File: config.mk
export PLATFORM = sky130hd
export DESIGN_NAME = load_counter_arbiter
export DESIGN_NICKNAME = d
export VERILOG_FILES = /design/src/rtl/load_counter_arbiter.sv
export SDC_FILE = /design/constraint.sdc
export NUM_CORES = 1
export LEC_CHECK = 0
export BUFFER_PORTS_ARGS = -buffer_cell sky130_fd_sc_hd__buf_2
export CAP_MARGIN = 20
export CELL_PAD_IN_SITES_DETAIL_PLACEMENT = 0
export CELL_PAD_IN_SITES_GLOBAL_PLACEMENT = 1
export CORE_MARGIN = 2
export CORE_UTILIZATION = 39
export CTS_BUF_LIST = sky130_fd_sc_hd__clkbuf_2
export DETAILED_ROUTE_END_ITERATION = 7
export PLACE_DENSITY_LB_ADDON = 0.1
export SKIP_CTS_REPAIR_TIMING = 1
export SYNTH_ARGS = -nofsm -noshare
export SYNTH_HDL_FRONTEND = slang
export SYNTH_SLANG_ARGS = --single-unit
File: constraint.sdc
create_clock -name clk -period 2.1 [get_ports clk]
set_clock_uncertainty 0.1 [all_clocks]
set_input_delay 0.315 -clock clk [delete_from_list [all_inputs] [get_ports clk]]
set_output_delay 0.315 -clock clk [all_outputs]
set_load 0.05 [all_outputs]
File: src/rtl/load_counter_arbiter.sv
// rtl/load_counter_arbiter.sv - one reloadable up-counter shared by NUM_REQ requesters.
// Round-robin by default; define FIXED_PRIO_EN for fixed lowest-index-wins priority.
module load_counter_arbiter #(
  parameter int NUM_REQ = 4,
  parameter int CNT_W   = 4,
  parameter int ID_W    = 2
) (
  input  logic                     clk,
  input  logic                     reset,
  input  logic [NUM_REQ-1:0]       req,
  input  logic [NUM_REQ*CNT_W-1:0] req_val,
  output logic [NUM_REQ-1:0]       gnt,
  output logic [ID_W-1:0]          gnt_id,
  output logic [NUM_REQ-1:0]       done,
  output logic                     busy,
  output logic [CNT_W-1:0]         count
);

  typedef enum logic [1:0] {
    S_IDLE,
    S_LOAD,
    S_RUN,
    S_DONE
  } state_t;

  localparam logic [CNT_W-1:0] MAX = '1;

  state_t             state, state_d;
  logic [NUM_REQ-1:0] gnt_d;
  logic [ID_W-1:0]    gnt_id_d;
  logic [CNT_W-1:0]   count_d;
  logic [CNT_W-1:0]   start_q, start_d;
  logic               found;
  logic [ID_W-1:0]    win_id;
  logic [CNT_W-1:0]   win_val;
  logic               winner_left;

`ifndef FIXED_PRIO_EN
  logic [ID_W-1:0]    rr_ptr, rr_ptr_d;
  logic [ID_W-1:0]    rr_adv;

  assign rr_adv = (int'(gnt_id) == NUM_REQ - 1) ? '0 : gnt_id + 1'b1;
`endif

  // Search order starts at rr_ptr (or at 0 with fixed priority); first active request wins.
  always_comb begin
    int          idx;
    logic [ID_W-1:0] idx_l;
    found  = 1'b0;
    win_id = '0;
    idx    = 0;
    idx_l  = '0;
    for (int i = 0; i < NUM_REQ; i++) begin
`ifdef FIXED_PRIO_EN
      idx = i;
`else
      idx = (int'(rr_ptr) + i) % NUM_REQ;
`endif
      idx_l = ID_W'(idx);
      if (!found && req[idx_l]) begin
        found  = 1'b1;
        win_id = idx_l;
      end
    end
  end

  always_comb begin
    win_val = '0;
    for (int n = 0; n < NUM_REQ; n++) begin
      if (win_id == ID_W'(n)) win_val = req_val[n*CNT_W +: CNT_W];
    end
  end

  assign winner_left = !req[gnt_id];

  always_comb begin
    state_d  = state;
    gnt_d    = gnt;
    gnt_id_d = gnt_id;
    count_d  = count;
    start_d  = start_q;
`ifndef FIXED_PRIO_EN
    rr_ptr_d = rr_ptr;
`endif
    case (state)
      S_IDLE: begin
        if (found) begin
          gnt_d    = NUM_REQ'(1) << win_id;
          gnt_id_d = win_id;
          start_d  = win_val;
          state_d  = S_LOAD;
        end
      end
      S_LOAD, S_RUN: begin
        // An abandoned run ends silently and still moves the round-robin pointer on.
        if (winner_left) begin
          gnt_d   = '0;
          state_d = S_IDLE;
`ifndef FIXED_PRIO_EN
          rr_ptr_d = rr_adv;
`endif
        end else if (state == S_LOAD) begin
          count_d = start_q;
          state_d = S_RUN;
        end else if (count == MAX) begin
          state_d = S_DONE;
        end else begin
          count_d = count + 1'b1;
        end
      end
      S_DONE: begin
        gnt_d   = '0;
        state_d = S_IDLE;
`ifndef FIXED_PRIO_EN
        rr_ptr_d = rr_adv;
`endif
      end
      default: state_d = S_IDLE;
    endcase
  end

  always_ff @(posedge clk or posedge reset) begin
    if (reset) begin
      state   <= S_IDLE;
      gnt     <= '0;
      gnt_id  <= '0;
      count   <= '0;
      start_q <= '0;
`ifndef FIXED_PRIO_EN
      rr_ptr  <= '0;
`endif
    end else begin
      state   <= state_d;
      gnt     <= gnt_d;
      gnt_id  <= gnt_id_d;
      count   <= count_d;
      start_q <= start_d;
`ifndef FIXED_PRIO_EN
      rr_ptr  <= rr_ptr_d;
`endif
    end
  end

  // gnt is one-hot on the winner, so gating it by DONE gives the single done pulse.
  assign done = (state == S_DONE) ? gnt : '0;
  assign busy = (state != S_IDLE);

endmodule

==> Word-level counts from Yosys, hierarchy flattened <==
Cells that the tools add are included.
{ "op_classes": {"magnitude_cmp": 5, "add_sub_neg": 5, "muxes": 36, "n_reduce_logical": 16, "shift": 1, "n_eq_ne": 12} }
{ "ops": {"columns": ["op", "count"], "rows": [
  ["4-bit 2-to-1 mux", 9],
  ["2-bit 2-to-1 mux", 10],
  ["2-bit by 3-bit < comparator with 1-bit output (second input constant)", 5],
  ["4-bit one-hot mux with 3 select lines", 1],
  ["1-bit binary-select mux with 2-bit select", 5],
  ["1-bit 2-to-1 mux", 9],
  ["2-bit == test (second input constant)", 4],
  ["2-bit AND reduction", 4],
  ["2-bit by 1-bit == test with 1-bit output (second input constant)", 3],
  ["2-bit != test (second input constant)", 3],
  ["2-bit one-hot mux with 3 select lines", 1],
  ["2-bit by 1-bit adder with 2-bit output (second input constant)", 2],
  ["2-bit adder (second input constant)", 2],
  ["4-bit by 1-bit adder with 4-bit output (second input constant)", 1],
  ["4-bit == test (second input constant)", 1],
  ["2-bit logical NOT", 2],
  ["4-bit != test (second input constant)", 1],
  ["2-bit one-hot mux with 2 select lines", 1],
  ["2-bit nonzero test", 2],
  ["1-bit by 2-bit << shifter with 4-bit output (first input constant)", 1],
  ["1-bit logical AND", 3],
  ["1-bit logical NOT", 3],
  ["3-bit AND reduction", 1],
  ["2-bit OR reduction", 1]
]} }
{ "totals": {"regBits": 18, "wordCells": 81, "out_inout_bits": 15} }

==> Logic depth before layout (Yosys ltp) <==
{ "logic_depth": {"word_depth": 17, "depth_mapped": 6, "ltp_nobuf": 6} }

==> Least setup slack after synthesis <==
No wires, ideal clock.
{ "synth_path": {"path_type": "reg-to-reg", "start": "reg gnt_id[0]", "end": "reg rr_ptr[1]", "arrival_time_ns": 1.864, "t_required_ns": 1.872, "path_buffers": 0, "setup_slack_ns": 0.009, "setup_ns": 0.128, "stages_incl_launch_ff": 5, "period_less_slack_ns": 2.091, "path_cell_list": "dfrtp_1 -> mux4_2 -> and2_4 -> nor2_2 -> mux2_1"} }
{ "synth_via": {"elab_chain_len": 4, "elab_cells_between_ends": 9, "classes_between": "add/sub: 1; eq/ne: 2; mux: 5; reduce/logical: 1"} }
{ "synth_lines": {"columns": ["element", "line_no", "text"], "rows": [
  ["start: declaration", "13", "output logic [ID_W-1:0] gnt_id,"],
  ["start signal: assignment", "135", "gnt_id <= gnt_id_d;"],
  ["2-bit by 1-bit adder with 2-bit output (tied with other cells)", "42", "assign rr_adv = (int'(gnt_id) == NUM_REQ - 1) ? '0 : gnt_id + 1'b1;"],
  ["2-bit 2-to-1 mux or 1-bit 2-to-1 mux (tied branches)", "42, 74", null],
  ["2-bit 2-to-1 mux or 2-bit != test (tied branches)", null, null],
  ["2-bit one-hot mux with 2 select lines or 2-bit AND reduction (tied branches)", null, null],
  ["end signal: assignment", "139", "rr_ptr <= rr_ptr_d;"],
  ["end: declaration", "39", "logic [ID_W-1:0] rr_ptr, rr_ptr_d;"]
]} }
Several ways; a longest one is shown, not always the timed one. The select of a mux whose other input is x is not followed.
A chain may end at the register's enable or synchronous reset.

==> Worst setup path in the final report <==
{ "layout_path": {"start": "reg rr_ptr[1]", "end": "reg start_q[2]"} }
{ "layout_via": {"elab_chain_len": 17, "elab_cells_between_ends": 34, "classes_between": "add/sub: 3; eq/ne: 3; mux: 20; reduce/logical: 8"} }
{ "layout_lines": {"columns": ["element", "line_no", "text"], "rows": [
  ["parallel branches: the longest is 17 deep, another holds 2-bit by 1-bit adder with 2-bit output", null, null],
  ["end signal: assignment", "137", "start_q <= start_d;"],
  ["end: declaration", "32", "logic [CNT_W-1:0] start_q, start_d;"]
]} }
Parallel ways; which one is timed is not known. The select of a mux whose other input is x is not followed.

==> results by group <==
Outcome
  – Outcome: finished with violations
  – Failing checks: negative hold slack

Routing
  – DRC violations left: 0
  – Routed via count: 1116
  – Vias/cell: 5.58
  – Antenna-violating nets left: 0
  – Pre-Repair DR Iteration Count: 4
  – Initial DRC count: 49
  – Final WL: 2850 um
  – Avg WL per Cell: 14.2 um

Clock network
  – Clock Root Buffer: clkbuf_2
  – CTS tree: built
  – H-tree depth: 1
  – Worst-path clk slew: 200 ps
  – Cts bufs inserted: 3
  – Longest Clk Path Bufs: 2
  – Clk sinks: 18
  – Clock latency on the worst-skew pair: 310 ps

Finish
  – Area Overhead vs Synth: 23.6%
  – Final net count: 196
  – N_diodes: 0
  – Filler cells: 296
  – Share of cells above drive strength 1: 34.7%
  – Multi-input gate area: 719 um^2
  – Sequential cell area: 450 um^2
  – Finished Layout Cells: 200

Place
  – GP Congestion: 0.771
  – Final HPWL DP: 2280 um
  – IO Port Bufs: 36
  – Placed cells: 196

Timing
  – Worst Tran Pin Value: 704 ps
  – Final hold vios: 18
  – Final Slew Violations: 0
  – Peak Freq: 0.504 GHz
  – RSZ-0062 raised after global routing: no
  – Final worst-path cycle share: 94.5%
  – WHS: -31.5 ps
  – Setup TNS: 0 ps
  – Min cycle time layout: 1980 ps
  – Final setup violation count: 0
  – Max-slew headroom: 53.0%

Global routing
  – First-pass GRT wire length: 5080 um
  – Number of global-route vias before repair: 1092
  – Pin count of the biggest net entering global routing: 19
  – Initial antenna violation count: 0
  – GRT Overall Usage: 18.8%
  – Total gr overflow: 0

Synthesis
  – Synth Instances: 122
  – Yosys cell types: 40
  – Syn nets: 150
  – Avg Inst Size Synth: 9.85 um^2
  – Post-synth EDFFs: 0
  – Synthesis warning total: 0
  – Synth Flop Type: dfrtp_1
  – Cell area after synthesis: 1200 um^2
  – #FFs+latches synth: 18
  – Asr flop ratio synth: 100%
  – Area contributors post-synth: dfrtp_1 38%, ha_1 6.3%, mux2_1 5.6%
  – Area leader, netlist: dfrtp_1
  – Register area share after synthesis: 37.5%
  – Post-synth top area share: 37.5%

Critical path
  – Endpoint type of the worst setup path: flip-flop
  – Critical Path Fanout Max: 5
  – CP required: 2210 ps
  – CP Launch Type: flip-flop
  – Critical Path AT: 2100 ps
  – Setup CP Type: reg -> reg

Hold path
  – Hold Crit Class: in -> async

Floorplanning
  – Die Ht: 59.5 um
  – Initial Util: 40.3%
  – IO Count: 37
  – Core ar.: 2980 um^2
  – Die area: 3540 um^2
  – Row count: 20
  – Width of the die: 59.5 um

Flow run
  – Max-cap violation count: 0

Pwr
  – Leakage: 0.000702 uW
  – Cell Pwr Density: 1680 nW/um^2
  – Maximum vdd drop: 0.000647 V
-- synth_stat cells (2+ instances only) --
library cell	instances
o21a_1	2
ha_1	6
nor2_1	3
or2_2	2
mux2i_1	3
nand2_1	12
nand4_1	4
mux2_1	6
a211oi_1	4
inv_1	6
nor2_4	2
nand2b_1	2
dfrtp_1	18
o31ai_1	4
and2_1	4
a21oi_1	4
nand3_1	5
a221o_1	4
o21ai_1	9
nand3b_1	2
-- worst max-delay path, stage by stage, from the launching register on --
cell and delay (ps):
dfrtp_1 410, mux2i_1 320, nor2_4 90, nor3_4 280
mux2_1 360, a221o_1 320
-- stage by stage --
step	total power [uW]	hold slack [ps]	area [um^2]	worst slack (ps)	utilization (%)
CTS	2500	-4.92	1490	106	49.9
detailed placement	2340	371	1470	99.4	49.2
global placement	2310	350	1470	144	49.2
floorplan	1920	154	1200	8.66	-
finish	2490	-31.5	1490	116	49.9
global route	2720	20.5	1490	9.71	49.9
-- placed cells by master, fill, tap and decap left out, types with 5 or more instances in the layout --
| cell type | n |
|---|---|
| ha_1 | 6 |
| o21ai_1 | 9 |
| inv_1 | 6 |
| buf_4 | 7 |
| nand3_1 | 5 |
| buf_2 | 36 |
| mux2_1 | 6 |
| nand2_1 | 12 |
| dfrtp_1 | 18 |
-- state kept, by name, indices dropped and copies added (netlist names) --
register and count:
count 4, start_q 4, state 2, gnt_id 2, rr_ptr 2, gnt 4
-- routing by layer --
layer  part of all wire [%]  wire length, um  track usage, %  up-vias
li1                       -                -               -      551
met1                     46             1320            24.7      542
met2                     50             1430            31.9       21
met3                    2.8               79            2.62        2
met4                   0.67               19            5.71        0
met5                      0                0               0        -
-- cell type report --
class / count / share of cell area [%]
multi-input cells: 96 / 48.4
flip-flops and latches: 18 / 30.3
repair buffers: 43 / 15.7
well taps: 33 / 2.78
inverters: 6 / 1.52
clock buffers: 3 / 1.01
clock inverters: 1 / 0.253
-- power by group --
part	internal (uW)	switching [uW]
registers	517	146
clock network	41.4	120
logic	612	1050
-- logic make-up after synthesis --
group | after synthesis | synth area share, %
DFF | 18 | 37.5
AOI/OAI and AO/OA | 38 | 22.7
adders and majority gates | 6 | 6.25
and+or+nand+nor | 42 | 20.9
muxes | 10 | 10.0
buffers and inverters | 8 | 2.60
-- worst paths after layout --
path	cells after the start	startpoint	end	slack [ps]
max in group asynchronous	2	reset	start_q[3]	1480
worst min register to register	2	gnt[0]	gnt[0]	420
worst max register to register	5	rr_ptr[1]	start_q[2]	120
min in group clk	3	req_val[1]	start_q[1]	240
worst max-delay path	5	rr_ptr[1]	start_q[2]	120
worst min-delay path	2	reset	state[0]	-30
No activity file was read; power rests on OpenSTA's default activity.
